**src/rtl/controle_banco.sv**
```systemverilog
// Sequencer for a single-port register bank: turns one LOAD/MOVE/READ/SWAP
// command into a series of bank cycles, one read or one write per cycle.
module controle_banco #(
    parameter int WIDTH = 16,
    parameter int AW    = 3
) (
    input  logic             clock,
    input  logic             reset,
    input  logic             start,
    input  logic [1:0]       op,
    input  logic [AW-1:0]    rx,
    input  logic [AW-1:0]    ry,
    input  logic [WIDTH-1:0] imm,
    output logic             busy,
    output logic             done,
    output logic [WIDTH-1:0] dout,
    output logic [WIDTH-1:0] bank_in,
    output logic [AW-1:0]    bank_key,
    output logic             bank_w,
    input  logic [WIDTH-1:0] bank_out
);

    typedef enum logic [2:0] {
        IDLE,
        RD_Y,
        RD_X,
        WR_X,
        WR_Y,
        DONE
    } state_t;

    localparam logic [1:0] OP_LOAD = 2'b00;
    localparam logic [1:0] OP_MOVE = 2'b01;
    localparam logic [1:0] OP_READ = 2'b10;
    localparam logic [1:0] OP_SWAP = 2'b11;

    state_t             state, state_nx;
    logic [1:0]         op_q;
    logic [AW-1:0]      rx_q, ry_q;
    logic [WIDTH-1:0]   imm_q, tmp_x, tmp_y;

    // NOTE: sequential state uses non-blocking assignments so every register
    // samples pre-edge values regardless of statement order.
    always_ff @(posedge clock or posedge reset) begin
        if (reset) begin
            state <= IDLE;
            op_q  <= OP_LOAD;
            rx_q  <= '0;
            ry_q  <= '0;
            imm_q <= '0;
            tmp_x <= '0;
            tmp_y <= '0;
            dout  <= '0;
        end else begin
            state <= state_nx;
            if (state == IDLE && start) begin
                op_q  <= op;
                rx_q  <= rx;
                ry_q  <= ry;
                imm_q <= imm;
            end
            if (state == RD_Y) begin
                tmp_y <= bank_out;
                if (op_q == OP_READ)
                    dout <= bank_out;
            end
            if (state == RD_X)
                tmp_x <= bank_out;
        end
    end

    // NOTE: every combinational output gets a default first, so no path
    // through the case statement can infer a latch.
    always_comb begin
        state_nx = state;
        busy     = 1'b0;
        done     = 1'b0;
        bank_w   = 1'b0;
        bank_key = '0;
        bank_in  = '0;
        case (state)
            IDLE: begin
                if (start)
                    state_nx = (op == OP_LOAD) ? WR_X : RD_Y;
            end
            RD_Y: begin
                busy     = 1'b1;
                bank_key = ry_q;
                case (op_q)
                    OP_READ: state_nx = DONE;
                    OP_SWAP: state_nx = RD_X;
                    default: state_nx = WR_X;
                endcase
            end
            RD_X: begin
                busy     = 1'b1;
                bank_key = rx_q;
                state_nx = WR_X;
            end
            WR_X: begin
                busy     = 1'b1;
                bank_w   = 1'b1;
                bank_key = rx_q;
                bank_in  = (op_q == OP_LOAD) ? imm_q : tmp_y;
                state_nx = (op_q == OP_SWAP) ? WR_Y : DONE;
            end
            WR_Y: begin
                busy     = 1'b1;
                bank_w   = 1'b1;
                bank_key = ry_q;
                bank_in  = tmp_x;
                state_nx = DONE;
            end
            DONE: begin
                done     = 1'b1;
                state_nx = IDLE;
            end
            default: state_nx = IDLE;
        endcase
    end

endmodule

```
**config.mk**
```make
export PLATFORM = sky130hd
export DESIGN_NAME = controle_banco
export DESIGN_NICKNAME = d
export VERILOG_FILES = /design/src/rtl/controle_banco.sv
export SDC_FILE = /design/constraint.sdc
export NUM_CORES = 1
export LEC_CHECK = 0
export ABC_AREA = 1
export BUFFER_PORTS_ARGS = -buffer_cell sky130_fd_sc_hd__buf_2
export CAP_MARGIN = 20
export CORE_UTILIZATION = 40
export DETAILED_ROUTE_END_ITERATION = 10
export HOLD_SLACK_MARGIN = 0.08
export SYNTH_ARGS = -nofsm -noshare
export SYNTH_HDL_FRONTEND = slang
export SYNTH_SLANG_ARGS = --single-unit
```
**constraint.sdc**
```tcl
create_clock -name clock -period 5.6 [get_ports clock]
set_input_delay 0.28 -clock clock [delete_from_list [all_inputs] [get_ports clock]]
set_output_delay 0.28 -clock clock [all_outputs]
set_load 0.02 [all_outputs]
```
==> summary.md <==
| Metric | Value |
|---|---|
| Status | completed |
| Core Area | 0.00868 mm² |
| CTS resizes | 0 |
| Layout Utilization | 48.2% |
| ANT cells | 0 |
| Largest net degree at the start of global routing | 76 |
| PwrDens | 596 mW/mm² |
| Die height | 96.5 µm |
| Worst Path Required | 5.32 ns |
| Final WS setup | 2.94 ns |
| Initial Utilization | 41.1% |
| Tmin final | 2.66 ns |
| Die Wd | 96.5 µm |
| Tightest Pin Transition | 0.936 ns |
| Reg2reg start | state[1] |
| Vias in the first global route | 2508 |
| FF-to-FF path depth | 5 |
| Register area share after synthesis | 52.6% |
| Share of layout cells above drive strength 1 | 35.4% |
| DR vias | 2663 |
| Fin area | 0.00419 mm² |
| Main combinational cell family by area after synthesis | compound AO/OA/AOI/OAI gates |
| Compound-Gate Fraction of Synth Area | 20.0% |
| Simple-Gate Fraction of Synth Area | 17.9% |
| Routed Antenna Nets | 0 |
| Fin crit share | 47.4% |
| Overflow after GRT | 0 |
| Hold-fix buffers at CTS | 0 |
| Synth cell count leaders | dfrtp_1, nand2_1, o21ai_1 |
| First-pass GRT wire length | 12100 µm |
| Cell taking the most area after synthesis | dfrtp_1 |
| Nets | 499 |
| Mapped Area | 0.00357 mm² |
| Kind of critical path | reg -> out |
| Hold_sp | imm[7] |
| Post-synth EDFFs | 0 |
| CP max FO | 34 |
| YS warnings | 0 |
| Hold crit path type | in -> reg |
| RSZ-0062 raised after global routing | false |
| Syn Nets | 430 |
| Post-Synth Adder-Cell Area | 0% |
| Clock Skews | 0.0106 ns |
| Row count | 34 |
| Async set-reset flop share out of synthesis | 100% |
| Synth unique cells | 24 |
| Setup bufs post-CTS | 0 |
| Relative slew slack | 37.6% |
| Num CTS Buffers | 9 |
| First-pass iteration count of the detailed router | 4 |
| Synth Flop Type | dfrtp_1 |
| Drt initial violations | 170 |
| # H-tree levels | 3 |
| RR Endpoint | imm_q[1] |
| Mean Syn Cell Area | 9.23 µm² |
| Worst hold path cell count | 3 |
| Synthesis-to-finish area growth | 17.2% |
| Detailed Route WL | 7500 µm |
| Clk buf depth | 2 |
| Dominant cells by area after synthesis | dfrtp_1, o21ai_2, o21ai_1 |
| Die area | 0.00931 mm² |
| Xor/xnor share of the synthesized area | 0% |
| Mux contribution to synthesized area | 0% |
| Hold EP | imm_q[7] |
| CP Launch Type | register |
| Clk sink count | 75 |
| Worst hold slack | 0.159 ns |
| Fmax achieved | 376 MHz |
| Top Ports | 81 |
| Wire per inst | 13.2 µm |
| Setup violators final | 0 |
| VDD IR max | 0.209 mV |
| Share of the synthesized area in the top cell type | 52.6% |
| Final max-slew violation count | 0 |
| Synth Register Bits | 75 |
| # port buffers | 80 |
| Post-route setup TNS | 0 ns |
| R2r setup slk | 3.26 ns |
| Worst-path clk slew | 0.08 ns |
| Hold Vio Cnt, Final | 0 |
| Placed Area | 0.00395 mm² |
| Leakage | 2.15 nW |
| Root buf cell | clkbuf_8 |
| Max-Cap Viols | 0 |
| # DRC | 0 |
| Final Wtd Congestion | 0.805 |
| Top-count cell post-synth | dfrtp_1 |
| Worst Setup End Kind | output port |
| Detail Placement HPWL | 5200 µm |
| GR Util All Layers | 17.5% |
| Pre-CTS setup slack | 2.80 ns |
| Clock Latency Late Sink | 0.35 ns |
| Initial antenna violation count | 0 |
| Vias per Instance | 4.68 |
| Post-Syn Instances | 387 |
| CTS tree | built |
| Worst Path Arrival | 2.38 ns |
==> cell type report <==
| class | count | area (µm²) |
|---|---|---|
| Clock inverter | 6 | 90.1 |
| Clock buffer | 10 | 128 |
| Sequential cell | 75 | 1880 |
| Inverter | 46 | 178 |
| Timing Repair Buffer | 82 | 428 |
| Tap cell | 108 | 135 |
| Fill cell | 885 | 4490 |
| Multi-Input combinational cell | 242 | 1350 |
==> routing by layer <==
layer	wire, µm	track usage [%]
met5	0	0
met4	59	6.37
met3	338	4.07
met2	3250	24.7
met1	3850	25.9
==> layout by cell type (no fill, tap or decap), drive strengths merged <==
| cell type | Yosys | routed |
|---|---|---|
| clkinvlp | 0 | 1 |
| a21oi | 16 | 16 |
| clkinv | 0 | 3 |
| o21ai | 89 | 89 |
| nor2 | 22 | 22 |
| nor3 | 18 | 18 |
| nand3b | 2 | 2 |
| clkbuf | 2 | 10 |
| inv | 46 | 46 |
| dfrtp | 75 | 75 |
| bufinv | 0 | 2 |
| nand3 | 22 | 22 |
| nand2 | 73 | 73 |
| buf | 22 | 82 |
==> state kept, by name (all words and copies together) (netlist names) <==
name	flops
rx_q	3
imm_q	16
op_q	2
state	3
dout	16
tmp_x	16
ry_q	3
tmp_y	16
==> logic make-up (layout without fill, tap and decap cells) <==
group / Yosys count / after routing
buf+inv: 70 / 144
flops: 75 / 75
simple gates: 137 / 137
compound gates: 105 / 105
==> through the flow <==
step / total power, mW / cells
floorplan: 1.82 / 387
global placement: 2.03 / 552
detailed placement: 2.06 / 552
CTS: 2.52 / 568
global route: 2.70 / 569
finish: 2.50 / 569
==> critical path, stage by stage, from the launching register on <==
cell and delay (ns):
dfrtp_1 0.78, inv_6 0.12, nand2_2 0.53, nand2_1 0.27, nand2_1 0.12, nand2_1 0.05, buf_2 0.15
==> where the power goes <==
part | switching, mW | total (mW) | internal (mW)
combinational | 0.668 | 1.03 | 0.363
sequential | 0.206 | 1.01 | 0.806
clock | 0.202 | 0.454 | 0.252
==> worst max path at each step <==
stage                        to  slack (ns)  startpoint
finish              bank_key[1]        2.94    state[2]
global route        bank_key[2]        2.78    state[2]
CTS                    imm_q[1]        2.77    state[1]
detailed placement     imm_q[1]        2.80    state[1]
global placement       imm_q[4]        2.89    state[1]
floorplan               dout[0]        3.41       reset
(Power assumes the default switching activity.)
